==> src/rtl/madd_err_accum.sv <==
// madd_err_accum: error accumulator for an approximate multiply-add unit.
//
// Each accepted sample carries operands a, b, c and the result "approx"
// produced by the unit under test. The block computes the exact result
// a*b + c, takes |approx - exact| and accumulates statistics over a run
// of N_SAMPLES samples.
//
// Ports
//   clk, rst_n            clock, asynchronous active-low reset
//   start                 one-cycle pulse: clear statistics and begin a run
//   in_valid / in_ready   sample handshake (accepted when both are high)
//   op_a, op_b, op_c      multiply-add operands
//   approx                approximate result under test
//   busy                  run in progress (RUN or DRAIN)
//   done                  run complete, held until the next start
//   smp_cnt               samples accumulated
//   err_cnt               samples whose approx differs from exact
//   sum_abs               sum of absolute errors
//   max_abs               largest absolute error seen
//   max_a, max_b, max_c   operands of the first sample that reached max_abs
module madd_err_accum #(
  parameter int N_SAMPLES = 262144,
  parameter int OPW       = 6,
  parameter int RW        = 12
) (
  input  logic              clk,
  input  logic              rst_n,
  input  logic              start,
  input  logic              in_valid,
  output logic              in_ready,
  input  logic [OPW-1:0]    op_a,
  input  logic [OPW-1:0]    op_b,
  input  logic [OPW-1:0]    op_c,
  input  logic [RW-1:0]     approx,
  output logic              busy,
  output logic              done,
  output logic [18:0]       smp_cnt,
  output logic [18:0]       err_cnt,
  output logic [31:0]       sum_abs,
  output logic [RW-1:0]     max_abs,
  output logic [OPW-1:0]    max_a,
  output logic [OPW-1:0]    max_b,
  output logic [OPW-1:0]    max_c
);

  localparam logic [1:0] S_IDLE  = 2'd0;
  localparam logic [1:0] S_RUN   = 2'd1;
  localparam logic [1:0] S_DRAIN = 2'd2;
  localparam logic [1:0] S_DONE  = 2'd3;

  localparam logic [18:0] LAST_IDX = 19'(N_SAMPLES - 1);

  // Absolute value of a signed difference, returned at result width.
  // The difference of two RW-bit unsigned values never reaches -2^RW,
  // so the magnitude always fits in RW bits.
  function automatic logic [RW-1:0] abs_err(input logic signed [RW:0] d);
    logic [RW:0] m;
    m = d[RW] ? RW'(0) - d : d;
    return m[RW-1:0];
  endfunction

  logic [1:0]           r_rst_sync;
  logic [1:0]           r_state;
  logic [18:0]          r_acc_cnt;
  logic                 r_vld_p0;
  logic                 r_vld_p1;

  logic [OPW-1:0]       r_a_p0, r_b_p0, r_c_p0;
  logic [RW-1:0]        r_approx_p0;
  logic [OPW-1:0]       r_a_p1, r_b_p1, r_c_p1;
  logic [RW-1:0]        r_abs_p1;

  logic [18:0]          r_smp;
  logic [18:0]          r_err;
  logic [31:0]          r_sum;
  logic [RW-1:0]        r_max;
  logic [OPW-1:0]       r_max_a, r_max_b, r_max_c;

  logic                 w_run_en;
  logic                 w_start;
  logic                 w_accept;
  logic                 w_last;
  logic [RW-1:0]        w_exact_p0;
  logic signed [RW:0]   w_diff_p0;

  // Reset release is re-timed through two flops; start is ignored until
  // the block has seen two clean edges after deassertion.
  always_ff @(posedge clk or negedge rst_n) begin
    if (!rst_n) begin
      r_rst_sync <= 2'b00;
    end else begin
      r_rst_sync <= {r_rst_sync[0], 1'b1};
    end
  end

  assign w_run_en = r_rst_sync[1];
  assign w_start  = start & w_run_en;

  // A start cycle never accepts a sample, even while in RUN.
  assign in_ready = (r_state == S_RUN) & ~start;
  assign w_accept = in_valid & in_ready;
  assign w_last   = w_accept & (r_acc_cnt == LAST_IDX);

  assign busy = (r_state == S_RUN) | (r_state == S_DRAIN);
  assign done = (r_state == S_DONE);

  // Control: FSM, accept counter, valid pipe
  always_ff @(posedge clk or negedge rst_n) begin
    if (!rst_n) begin
      r_state   <= S_IDLE;
      r_acc_cnt <= '0;
      r_vld_p0  <= 1'b0;
      r_vld_p1  <= 1'b0;
    end else if (w_start) begin
      r_state   <= S_RUN;
      r_acc_cnt <= '0;
      r_vld_p0  <= 1'b0;
      r_vld_p1  <= 1'b0;
    end else begin
      r_vld_p0 <= w_accept;
      r_vld_p1 <= r_vld_p0;
      if (w_accept) begin
        r_acc_cnt <= r_acc_cnt + 19'd1;
      end
      case (r_state)
        S_RUN:   if (w_last) r_state <= S_DRAIN;
        S_DRAIN: if (!r_vld_p0 && !r_vld_p1) r_state <= S_DONE;
        default: r_state <= r_state;
      endcase
    end
  end

  // Stage 1 -> 2: exact result and absolute error from registered operands
  assign w_exact_p0 = RW'(r_a_p0) * RW'(r_b_p0) + RW'(r_c_p0);
  assign w_diff_p0  = $signed({1'b0, r_approx_p0}) - $signed({1'b0, w_exact_p0});

  // Stage 0 and stage 1 data registers (qualified by r_vld_p0 / r_vld_p1)
  always_ff @(posedge clk) begin
    r_a_p0      <= op_a;
    r_b_p0      <= op_b;
    r_c_p0      <= op_c;
    r_approx_p0 <= approx;
    r_a_p1      <= r_a_p0;
    r_b_p1      <= r_b_p0;
    r_c_p1      <= r_c_p0;
    r_abs_p1    <= abs_err(w_diff_p0);
  end

  // Stage 2: accumulators
  always_ff @(posedge clk or negedge rst_n) begin
    if (!rst_n) begin
      r_smp   <= '0;
      r_err   <= '0;
      r_sum   <= '0;
      r_max   <= '0;
      r_max_a <= '0;
      r_max_b <= '0;
      r_max_c <= '0;
    end else if (w_start) begin
      r_smp   <= '0;
      r_err   <= '0;
      r_sum   <= '0;
      r_max   <= '0;
      r_max_a <= '0;
      r_max_b <= '0;
      r_max_c <= '0;
    end else if (r_vld_p1) begin
      r_smp <= r_smp + 19'd1;
      if (r_abs_p1 != '0) begin
        r_err <= r_err + 19'd1;
      end
      r_sum <= r_sum + 32'(r_abs_p1);
      // Strictly greater keeps the operands of the first occurrence.
      if (r_abs_p1 > r_max) begin
        r_max   <= r_abs_p1;
        r_max_a <= r_a_p1;
        r_max_b <= r_b_p1;
        r_max_c <= r_c_p1;
      end
    end
  end

  assign smp_cnt = r_smp;
  assign err_cnt = r_err;
  assign sum_abs = r_sum;
  assign max_abs = r_max;
  assign max_a   = r_max_a;
  assign max_b   = r_max_b;
  assign max_c   = r_max_c;

endmodule

==> config.mk <==
export PLATFORM = sky130hd
export DESIGN_NAME = madd_err_accum
export DESIGN_NICKNAME = d
export VERILOG_FILES = /design/src/rtl/madd_err_accum.sv
export SDC_FILE = /design/constraint.sdc
export NUM_CORES = 1
export LEC_CHECK = 0
export CAP_MARGIN = 5
export CORE_MARGIN = 4
export CORE_UTILIZATION = 38
export DETAILED_ROUTE_END_ITERATION = 10
export PLACE_DENSITY = 0.65
export SLEW_MARGIN = 0
export SYNTH_ARGS = -nofsm -noshare
export SYNTH_HDL_FRONTEND = slang
export SYNTH_SLANG_ARGS = --single-unit
==> constraint.sdc <==
create_clock -name clk -period 9.7 [get_ports clk]
set_clock_uncertainty 0.1 [all_clocks]
set_input_delay 1.455 -clock clk [delete_from_list [all_inputs] [get_ports clk]]
set_output_delay 1.455 -clock clk [all_outputs]
set_load 0.1 [all_outputs]
Yosys cells after proc, flatten, opt, wreduce, memory -nomap -nowiden

Cells that the tools add are included.

Word-level logic and storage cells: 81
Bits of input ports: 34
Output and inout port bits: 103
Register bits after elaboration: 185

Bitwise logic cells: 6
Add/sub/neg operators: 7
Multiply operators: 1
Reductions and logical operators: 12
Muxes and demuxes: 28
$lt $le $gt $ge: 1
Equality and inequality tests: 6

Operators by type and width:

| kind                                                   | number |
|---|---|
| two-way mux 19 bit                                     | 7 |
| two-way mux 32 bit                                     | 2 |
| adder 19 x 1 -> 19 bit (second input constant)         | 3 |
| two-way mux 6 bit                                      | 9 |
| two-way mux 12 bit                                     | 4 |
| adder 32 x 12 -> 32 bit                                | 1 |
| == test 19 x 18 -> 1 bit (second input constant)       | 1 |
| subtractor 12 x 12 -> 13 bit                           | 1 |
| adder 12 x 6 -> 12 bit                                 | 1 |
| > comparator 12 bit                                    | 1 |
| multiplier 6 x 6 -> 12 bit                             | 1 |
| nonzero test 12 bit                                    | 1 |
| subtractor 1 x 12 -> 12 bit (first input constant)     | 1 |
| nonzero test 2 bit                                     | 4 |
| two-way mux 2 bit                                      | 3 |
| AND 1 bit                                              | 4 |
| == test 2 bit (second input constant)                  | 2 |
| case mux 2 bit (2 select lines)                        | 1 |
| AND reduction 2 bit                                    | 2 |
| inequality test 3 x 2 -> 1 bit (second input constant) | 1 |
| inequality test 3 bit (second input constant)          | 1 |
| AND reduction 3 bit                                    | 1 |
| nonzero test 3 bit                                     | 1 |
| == test 2 x 1 -> 1 bit (second input constant)         | 1 |
| other kinds (5)                                        | 7 |

Logic depth before layout (Yosys ltp)

Gate-level depths: netlist of run 1.

Word-level depth: 7
Gate-level depth with buffers: 22
Depth with buffers taken out: 22

Worst setup path before layout of run 1

OpenSTA, ideal clock, no wires.

Kind: reg2reg
From: reg r_b_p0[2]
To: reg r_abs_p1[11]
Slack: 4560 ps
Setup time: 129 ps
Stages on the path, launching flop included: 22
Period minus slack after synthesis: 5140 ps
Path buffers: 0
Data arrival time: 4910 ps
Cell sequence: dfxtp_1 -> and2_1 -> fa_1 -> inv_1 -> fa_1 -> inv_1 -> fa_1 -> inv_1 -> fa_1 -> inv_1 -> ha_1 -> inv_1 -> o21bai_1 -> a21oi_1 -> o21ai_0 -> xnor2_1 -> ha_1 -> a21oi_1 -> o21ai_0 -> xnor2_1 -> o41ai_1 -> xnor2_1

Longest elaborated chain between the ends: 5

Ends and longest elaborated chain:

| element                          | RTL line | text |
|---|---|---|
| start: declaration               | 68       | `logic [OPW-1:0] r_a_p0, r_b_p0, r_c_p0;` |
| start signal: assignment         | 140      | `r_b_p0 <= op_b;` |
| multiplier 6 x 6 -> 12 bit (*)   | 134      | `assign w_exact_p0 = RW'(r_a_p0) * RW'(r_b_p0) + RW'(r_c_p0);` |
| adder 12 x 6 -> 12 bit (*)       | 134      |  |
| subtractor 12 x 12 -> 13 bit (*) | 135      | `assign w_diff_p0 = $signed({1'b0, r_approx_p0}) - $signed({1'b0, w_exact_p0});` |
| subtractor 1 x 12 -> 12 bit      | 58       | `m = d[RW] ? RW'(0) - d : d;` |
| two-way mux 12 bit (*)           | 58       |  |
| end signal: assignment           | 146      | `r_abs_p1 <= abs_err(w_diff_p0);` |
| end: declaration                 | 71       | `logic [RW-1:0] r_abs_p1;` |

Mark *: on every way between the ends. The rest lies on a longest branch, timed or not.
A chain may end at the register's enable or synchronous reset.

Worst setup path after layout of run 1

Ends and elaborated chain as after synthesis.

==> flow_summary_export.csv, run 1 <==
group,metric,value,unit
critical_path,critical_path_class,"flop to flop",
die,die_h,169.6,um
cts,cts_tree,"yes",
sta,max_freq,180.3,MHz
yosys,yosys_register_bits,185,
yosys,syn_nets,1151,
sta,finalHoldViolCount,0,
cts,holdBufCountCts,0,
cells_and_area,drive_above_1_share,4.840,%
yosys,synth_top_family_by_area,"simple AND/OR/NAND/NOR gates",
cells_and_area,fin_area,12140,um2
die,rows,58,
placed_design,dpl_cell_area,11590,um2
sta,slew_headroom,23.60,%
grt,grt_pass1_wl,38120,um
hold_path,worstHoldPathType,"flop to flop",
grt,grt_pass1_vias,7570,
pwr,p_per_area,296.7,nW/um2
placed_design,port_buffers,136,
sta,worst_slack,4153,ps
pwr,power_leakage,0.005295,uW
placed_design,dp_slack,4190,ps
sta,fin_crit_sh,57.19,%
detailed_routing,dr.pass1.iters,7,
detailed_routing,vias,7648,
yosys,async_flop_share,67.57,%
cts,cts_buffer_depth,2,
cts,cts_root_buf,"clkbuf_16",
run,drv_cap,0,
detailed_routing,routed_wl,22660,um
run_status,outcome,"finished clean",
pwr,ir_drop,0.0001539,V
cells_and_area,layout.nets,1273,
detailed_routing,drc,0,
grt,antenna_found_initial,0,
critical_path,crit_required,9900,ps
cells_and_area,diodes,0,
yosys,syn_area,9920,um2
yosys,synth_ff_type,"dfrtp_1",
pwr,switching_share,47.76,%
sta,rsz0062_at_grt,"no",
yosys,yosysSeqAreaShare,43.64,%
pwr,seqPwrFrac,27.5,%
detailed_routing,wl_per_cell,15.24,um
grt,grt_use_total,16.15,%
yosys,synthCells,1022,
cts,clock_latency,430,ps
cts,ctsHtreeMaxLevel,4,
pwr,p_comb_share,54.1,%
sta,tightest_slew,1145,ps
sta,drv_slew,0,
pwr,clkPwrFrac,18.5,%
cts,path_clk_slew,70,ps
cts,post-cts-setup-buffers,0,
yosys,yosys_warnings,0,
cells_and_area,syn_to_final_growth,22.41,%
die,die_x,169.6,um
yosys,synthMuxAreaShare,1.009,%
critical_path,crit_path_end_kind,"flop",
detailed_routing,drt-initial-drc-count,403,
cts,cts_resized,0,
placed_design,gp_congestion,0.8641,
die,core-area,25400,um2
placed_design,dpl.hpwl,16740,um
sta,setup_viol,0,
yosys,synth.distinct_cells,66,
critical_path,start_kind,"flop",
detailed_routing,ant_nets,0,
sta,tns,0,ps
yosys,synthAdderAreaFrac,13.65,%
grt,grt_max_degree,82,
cells_and_area,num-fill-cells,2389,
grt,grt_overflow,0,
critical_path,worstPathArrival,5750,ps
yosys,synth-simple-area-share,17.20,%
detailed_routing,viasPerCell,5.143,
yosys,synth_edf_count,0,
die,dieArea,28750,um2
die,ios,137,
yosys,avgSynthCellArea,9.706,um2
pwr,switching_power,1721,uW
sta,period_needed,5547,ps
pwr,internal_power,1882,uW
critical_path,path_max_fanout,7,
yosys,synth_xor_area_share,8.199,%
sta,hold_slack,254.6,ps
die,start_util,39.05,%
cts,cts_inserted_buffers,17,
cts,clock-sinks,185,
yosys,synth_compound_area_share,12.44,%
## metrics by stage
| stage | utilization [%] | power (uW) | cells |
|---|---|---|---|
| after global placement | 45.63 | 2919 | 1455 |
| after CTS | 47.81 | 3631 | 1487 |
| after floorplan | - | 2509 | 1022 |
| after detailed placement | 45.63 | 2955 | 1455 |
| final | 47.81 | 3603 | 1487 |
| after global routing | 47.81 | 3859 | 1487 |
## placed cells by master (no fill, tap or decap), types with 4 or more instances in the layout
| master | instances |
|---|---|
| nor4_1 | 4 |
| clkdlybuf4s50_1 | 135 |
| nand3_1 | 61 |
| o31ai_1 | 8 |
| and2_1 | 32 |
| fa_1 | 22 |
| or4_1 | 5 |
| mux2i_1 | 10 |
| xnor2_1 | 52 |
| buf_4 | 6 |
| inv_1 | 60 |
| a21oi_1 | 76 |
| nand4_1 | 14 |
| nor2_1 | 102 |
| dfrtp_1 | 125 |
| nand2_1 | 52 |
| ha_1 | 73 |
| xor2_1 | 39 |
| or3_1 | 10 |
| a211oi_1 | 8 |
| a21o_1 | 11 |
| o21bai_1 | 5 |
| nor3_1 | 8 |
| and3_1 | 22 |
| dfxtp_1 | 60 |
| a31oi_1 | 4 |
| nor2b_1 | 6 |
| o21ai_0 | 52 |
| nand2b_1 | 6 |
| inv_6 | 4 |
| clkbuf_16 | 17 |
## power groups by stage
stage / registers (uW) / logic [uW] / clock network [uW]
floorplan: 1410 / 1100 / 0
global placement: 1000 / 1910 / 0
detailed placement: 1010 / 1950 / 0
CTS: 992 / 1960 / 683
global route: 1010 / 2140 / 716
finish: 990 / 1950 / 665
## synthesized netlist by cell type, types with 2 or more instances
| master | number | area [um2] |
|---|---|---|
| a2111oi_0 | 3 | 26.28 |
| a211oi_1 | 8 | 60.06 |
| a21boi_0 | 2 | 15.01 |
| a21o_1 | 11 | 82.58 |
| a21oi_1 | 76 | 380.4 |
| a31oi_1 | 4 | 25.02 |
| and2_1 | 33 | 206.5 |
| and3_1 | 22 | 137.6 |
| and4_1 | 2 | 17.52 |
| buf_1 | 5 | 18.77 |
| buf_2 | 3 | 15.01 |
| clkbuf_1 | 29 | 108.9 |
| dfrtp_1 | 125 | 3128 |
| dfxtp_1 | 60 | 1201 |
| fa_1 | 22 | 440.4 |
| ha_1 | 73 | 913.4 |
| inv_1 | 60 | 225.2 |
| mux2i_1 | 10 | 100.1 |
| nand2_1 | 52 | 195.2 |
| nand2b_1 | 6 | 37.54 |
| nand3_1 | 61 | 305.3 |
| nand3b_1 | 3 | 22.52 |
| nand4_1 | 14 | 87.58 |
| nand4b_1 | 2 | 17.52 |
| nor2_1 | 103 | 386.6 |
| nor2b_1 | 6 | 37.54 |
| nor3_1 | 8 | 40.04 |
| nor3b_1 | 2 | 15.01 |
| nor4_1 | 4 | 25.02 |
| o2111ai_1 | 2 | 17.52 |
| o211a_1 | 2 | 20.02 |
| o211ai_1 | 3 | 22.52 |
| o21a_1 | 3 | 22.52 |
| o21ai_0 | 53 | 265.3 |
| o21bai_1 | 5 | 37.54 |
| o221ai_1 | 3 | 26.28 |
| o22ai_1 | 2 | 12.51 |
| o31ai_1 | 8 | 60.06 |
| o41ai_1 | 2 | 17.52 |
| or2_2 | 2 | 12.51 |
| or3_1 | 10 | 62.56 |
| or4_1 | 5 | 37.54 |
| xnor2_1 | 52 | 455.4 |
| xor2_1 | 39 | 341.6 |
## worst max-delay path: stages, from the launching register on
cell      delay, ps
dfxtp_1         370
and2_1          190
fa_1            530
inv_1            50
fa_1            470
inv_1            50
fa_1            530
inv_1            50
fa_1            500
inv_1            40
ha_1            280
inv_1            60
o21bai_1        130
a21oi_1         100
o21ai_0         360
xnor2_1         170
ha_1            310
a21oi_1         220
o21ai_0         130
xnor2_1         170
o41ai_1         460
xnor2_1         140
## cell type report
class	instances	area, um2	share of cell area (%)
clock buffer	19	442.9	3.648
clock inverter	13	110.1	0.9068
inverter	60	225.2	1.855
multi-input combinational	739	5226	43.04
sequential	185	4329	35.65
tap	330	412.9	3.400
timing repair buffer	141	1396	11.50
## final timing paths
path / startpoint / end / slack, ps / depth (start not counted)
max in group asynchronous: rst_n / sum_abs[15] / 7200 / 2
hold / removal: r_rst_sync[0] / r_rst_sync[1] / 250 / 0
min in group asynchronous: rst_n / smp_cnt[18] / 1050 / 1
setup reg to reg: r_b_p0[2] / r_abs_p1[11] / 4150 / 21
setup / recovery: r_b_p0[2] / r_abs_p1[11] / 4150 / 21
hold reg to reg: r_rst_sync[0] / r_rst_sync[1] / 250 / 0
## routing by layer
layer	routed length [um]	global-route usage, %	up-vias
met5	0	0	-
met4	412	4.900	0
met3	976	2.819	25
met2	10730	26.93	175
met1	10540	21.57	3676
li1	-	-	3772
## logic make-up (layout without fill, tap and decap cells)
kind of cell	count (synthesis)	count (layout)
multiplexers	10	10
other	1	1
adder cells (fa/ha/maj)	95	95
flip-flops	185	185
XOR/XNOR	92	92
AND/OR/NAND/NOR	341	341
buffers and inverters	98	233
AO/OA/AOI/OAI	200	200
## sequential cells by signal (all words and copies together) (netlist names), 12 cells and up
register     cells
sum_abs         32
err_cnt         19
r_acc_cnt       19
smp_cnt         19
max_abs         12
r_abs_p1        12
r_approx_p0     12
No activity file was read; power rests on OpenSTA's default activity.
==> run 2: changes to the inputs <==
- PLACE_DENSITY: 0.65 -> 0.67
- clock period: 9.7 -> 4.6 ns (I/O delays scaled with it)
==> flow_summary_export.csv, run 2 (same netlist as run 1, synthesis figures left out) <==
group,metric,value,unit
pwr,totalPowerFinal,9129,uW
cells_and_area,diodes,0,
detailed_routing,vias,7957,
critical_path,cpMostUsedCell,"fa_1",
sta,period_needed,5155,ps
sta,slew_headroom,21.46,%
detailed_routing,drc,0,
cells_and_area,fin_util,51.67,%
detailed_routing,viasPerCell,5.120,
run_status,violations,"setup timing",
placed_design,gp_congestion,0.8236,
sta,worst_slack,-555.1,ps
cts,cts_inserted_buffers,17,
critical_path,crit_buf_inv,5,
placed_design,placedCellCount,1513,
die,die_x,169.6,um
placed_design,dpl.hpwl,17430,um
grt,grt_util_met3,2.935,%
hold_path,worstHoldPathType,"flop to flop",
hold_path,min_from,"r_rst_sync[0]",
run,drv_cap,0,
critical_path,path_delay_family,"adder cells",
detailed_routing,ant_nets,0,
die,dieArea,28750,um2
grt,grt_util_met1,21.56,%
sta,rsz0062_at_grt,"yes",
cells_and_area,instances_no_fill,1554,
cts,ctsHtreeMaxLevel,4,
critical_path,crit_path_cell_trace,"and2_4 > fa_1 > inv_1 > fa_1 > inv_1 > fa_1 > inv_1 > fa_1 > inv_2 > ha_4 > inv_4 > xnor2_4 > ha_4 > nand2b_4 > nor2_1 > or4_4 > a211oi_4 > nand3_4 > o41ai_4 > xnor2_1",
grt,antenna_found_initial,0,
grt,grt_max_degree,79,
grt,grt_overflow,0,
critical_path,reg2reg_slack,-560,ps
cts,cts_buffer_depth,2,
critical_path,reg2reg_from,"r_b_p0[2]",
grt,grt.met2_usage,28.51,%
grt,grt_pass1_wl,39220,um
critical_path,cp_slowest_stage_delay,520,ps
cts,clock-sinks,185,
detailed_routing,wl_per_cell,15.57,um
hold_path,whs_path_depth,0,
grt,grt_use_total,16.73,%
cts,clock_latency,440,ps
critical_path,crit_path_end_kind,"flop",
pwr,ir_drop,0.0004616,V
hold_path,worstHoldEndpoint,"r_rst_sync[1]",
die,ios,137,
sta,hold_slack,251.5,ps
critical_path,cp-startpoint,"r_b_p0[2]",
cells_and_area,most-common-layout-cells,"clkdlybuf4s50_1, dfrtp_1, nor2_1",
cts,cts_root_buf,"clkbuf_16",
detailed_routing,drt-initial-drc-count,478,
cells_and_area,syn_to_final_growth,32.32,%
die,die_h,169.6,um
critical_path,start_kind,"flop",
sta,tns,-4936,ps
critical_path,worstPathArrival,5370,ps
cells_and_area,layout.nets,1340,
cts,holdBufCountCts,0,
run_status,outcome,"complete, but fails checks",
critical_path,crit_required,4810,ps
cells_and_area,final_common_cell,"clkdlybuf4s50_1",
cells_and_area,drive_above_1_share,14.22,%
die,start_util,39.05,%
cells_and_area,seq_area,4333,um2
die,core-area,25400,um2
sta,max_freq,194.0,MHz
pwr,power_leakage,0.005743,uW
sta,tightest_slew,1177,ps
critical_path,path_max_fanout,4,
sta,setup_viol,11,
detailed_routing,dr.pass1.iters,5,
critical_path,reg2reg_to,"r_abs_p1[11]",
placed_design,port_buffers,136,
die,rows,58,
critical_path,critical_path_class,"flop to flop",
detailed_routing,routed_wl,24190,um
cts,path_clk_slew,80,ps
critical_path,cpMaxStageDelayCell,"fa_1",
pwr,p_per_area,695.5,nW/um2
sta,drv_slew,0,
sta,finalHoldViolCount,0,
cells_and_area,multiInputGateArea,5610,um2
grt,grt_pass1_vias,7870,
cells_and_area,largest_reg_flops,32,
grt,top_usage_layer,"met2",
cts,cts_tree,"yes",
cells_and_area,num-fill-cells,2274,
sta,fin_crit_sh,112.1,%
critical_path,ff2ff_path_depth,20,
run 2: cell types whose count changed in the layout (fill, tap and decap cells not counted), sizes merged:
| cell | previous run | this run |
|---|---|---|
| buf | 6 | 73 |
| clkinv | 4 | 8 |
| clkbuf | 19 | 17 |
| inv | 67 | 65 |
| bufinv | 0 | 1 |
| clkinvlp | 2 | 1 |
run 2: stage by stage:
stage,instance area (um2),worst slack (ps)
after floorplan,9980,-375.7
after global placement,12090,-522.4
after detailed placement,12090,-620.6
after CTS,12940,-503.6
after global routing,13130,-708.9
final,13130,-555.1
run 2: how the worst max path moves through the flow:
stage                         endpoint  cells past startpoint
after floorplan           r_abs_p1[10]                     21
after global placement    r_abs_p1[10]                     20
after detailed placement  r_abs_p1[11]                     21
after CTS                 r_abs_p1[11]                     22
after global routing      r_abs_p1[11]                     20
final                     r_abs_p1[11]                     20
run 2: report_power, final:
group	total [uW]	leakage (uW)	switching [uW]	internal [uW]
Combinational	5550	0.00323	3270	2290
Clock	1490	0.000296	711	782
Sequential	2080	0.00222	225	1860
run 2: cell type report:
class,instances,area share [%]
clock buffer,17,3.241
clock inverter,15,1.430
inverter,60,1.735
multi-input combinational,739,42.75
sequential,185,33.01
tap,330,3.146
timing repair buffer,208,14.69
run 2: worst register-to-register path, delay by kind of cell (launching register included):
family / cells / cell delay [ps]
adders and majority gates: 6 / 2500
and+or+nand+nor: 5 / 820
AOI/OAI and AO/OA: 2 / 710
DFF: 1 / 330
xor gates and xnor gates: 2 / 300
buffers and inverters: 5 / 260
run 2: timing repair:
item / in CTS / in global routing
setup endpoints to repair: 11 / 11
buffers inserted: 7 / 2
gates resized for setup: 33 / 26
pin swaps: 20 / 16
run 2: per-layer routing:
metal	vias to the layer above	part of all wire (%)	wire length [um]
met3	29	4.1	986
met1	3847	44	10630
met4	0	2.0	494
li1	3905	-	-
met2	176	50	12090
met5	-	0	0
==> run 3: changes to the inputs <==
- PLACE_DENSITY: 0.67 -> 0.63
==> flow_summary_export.csv, run 3 (same netlist as run 1, synthesis figures left out) <==
group,metric,value,unit
run_status,outcome,"complete, but fails checks",
run_status,violations,"setup timing",
critical_path,crit_path_cell_trace,"and2_4 > fa_1 > inv_2 > fa_1 > inv_1 > fa_1 > inv_1 > fa_1 > inv_2 > ha_4 > inv_4 > o21bai_1 > a21oi_2 > xor2_1 > ha_2 > o21a_4 > o22ai_4 > xnor2_2 > buf_4 > o41ai_4 > xnor2_1",
die,die_x,169.6,um
grt,grt_use_total,17.02,%
placed_design,placedCellCount,1511,
critical_path,start_kind,"flop",
cts,holdBufCountCts,0,
cts,ctsHtreeMaxLevel,4,
sta,drv_slew,0,
sta,finalHoldViolCount,0,
cells_and_area,syn_to_final_growth,30.68,%
critical_path,cpMaxStageDelayCell,"fa_1",
die,dieArea,28750,um2
critical_path,crit_required,4800,ps
pwr,p_per_area,692.7,nW/um2
critical_path,worstPathArrival,5310,ps
cts,clock-sinks,185,
grt,antenna_found_initial,0,
die,start_util,39.05,%
critical_path,cp_slowest_stage_delay,550,ps
pwr,power_leakage,0.005701,uW
run,drv_cap,0,
grt,grt_max_degree,64,
cts,cts_inserted_buffers,17,
die,die_h,169.6,um
sta,rsz0062_at_grt,"yes",
sta,max_freq,195.6,MHz
critical_path,path_max_fanout,4,
pwr,totalPowerFinal,8979,uW
cts,cts_buffer_depth,2,
cells_and_area,drive_above_1_share,12.95,%
critical_path,path_delay_family,"adder cells",
die,core-area,25400,um2
cells_and_area,diodes,0,
detailed_routing,dr.pass1.iters,4,
sta,slew_headroom,30.18,%
cells_and_area,instances_no_fill,1550,
cells_and_area,final_common_cell,"clkdlybuf4s50_1",
placed_design,dpl.hpwl,17610,um
pwr,ir_drop,0.0005160,V
cts,cts_tree,"yes",
cts,clock_latency,440,ps
detailed_routing,wl_per_cell,15.65,um
detailed_routing,ant_nets,0,
detailed_routing,drc,0,
hold_path,worstHoldPathType,"input pin to asynchronous set/reset pin",
sta,period_needed,5112,ps
placed_design,gp_congestion,0.7979,
cts,path_clk_slew,80,ps
placed_design,port_buffers,136,
sta,tns,-5046,ps
cts,cts_root_buf,"clkbuf_16",
cells_and_area,most-common-layout-cells,"clkdlybuf4s50_1, dfrtp_1, nor2_1",
critical_path,critical_path_class,"flop to flop",
grt,grt_pass1_vias,8017,
detailed_routing,routed_wl,24260,um
sta,tightest_slew,1044,ps
detailed_routing,drt-initial-drc-count,422,
critical_path,crit_buf_inv,6,
die,rows,58,
cells_and_area,fin_util,51.03,%
die,ios,137,
sta,setup_viol,11,
cells_and_area,layout.nets,1336,
critical_path,cpMostUsedCell,"fa_1",
sta,worst_slack,-512.1,ps
sta,fin_crit_sh,111.1,%
critical_path,crit_path_end_kind,"flop",
detailed_routing,vias,7944,
cells_and_area,largest_reg_flops,32,
grt,grt_overflow,0,
detailed_routing,viasPerCell,5.125,
grt,grt_pass1_wl,39900,um
[run 3: cell count changes in the layout (fill, tap and decap cells not counted), sizes merged]
cell	previous run	this run
buf	73	69
clkinv	8	4
inv	65	67
bufinv	1	2
clkbuf	17	18
[run 3: cell type report]
class / instances / area (um2)
Fill cell: 2381 / 12440
Multi-Input combinational cell: 739 / 5485
Sequential cell: 185 / 4334
Timing Repair Buffer: 204 / 1886
Clock buffer: 18 / 439.2
Tap cell: 330 / 412.9
Inverter: 60 / 227.7
Clock inverter: 14 / 177.7
[run 3: worst paths after layout]
check | from | endpoint | slack (ps) | depth (start not counted)
setup / recovery | r_a_p0[3] | r_abs_p1[10] | -510 | 21
hold / removal | rst_n | r_rst_sync[1] | 250 | 1
setup reg to reg | r_a_p0[3] | r_abs_p1[10] | -510 | 21
hold reg to reg | r_rst_sync[0] | r_rst_sync[1] | 260 | 0
max in group asynchronous | rst_n | max_c[5] | 3290 | 2
min in group clk | r_rst_sync[0] | r_rst_sync[1] | 260 | 0
[run 3: where the power goes]
part | internal, uW | switching [uW] | total [uW]
Clock | 842 | 700 | 1540
Combinational | 2190 | 3160 | 5340
Sequential | 1860 | 238 | 2090
[run 3: metrics by stage]
| step | instance area, um2 | hold WS, ps | setup slack (ps) |
|---|---|---|---|
| after floorplan | 9980 | 230.8 | -375.7 |
| after global placement | 12070 | 234.3 | -562.8 |
| after detailed placement | 12070 | 246.4 | -650.7 |
| after CTS | 12850 | 265.5 | -528.8 |
| after global routing | 12960 | 283.0 | -709.9 |
| final | 12960 | 248.0 | -512.1 |
[run 3: per-layer routing]
| layer | GRT usage, % | up-vias | wire length [um] |
|---|---|---|---|
| li1 | - | 3893 | - |
| met1 | 21.43 | 3871 | 10720 |
| met2 | 29.50 | 151 | 12100 |
| met3 | 3.191 | 29 | 900 |
| met4 | 5.705 | 0 | 542 |
| met5 | 0 | - | 0 |
[run 3: repair_timing]
item | CTS | global route
resized for setup | 24 | 17
buffers inserted | 4 | 3
pin swaps | 18 | 16
endpoints found under the setup margin | 11 | 11
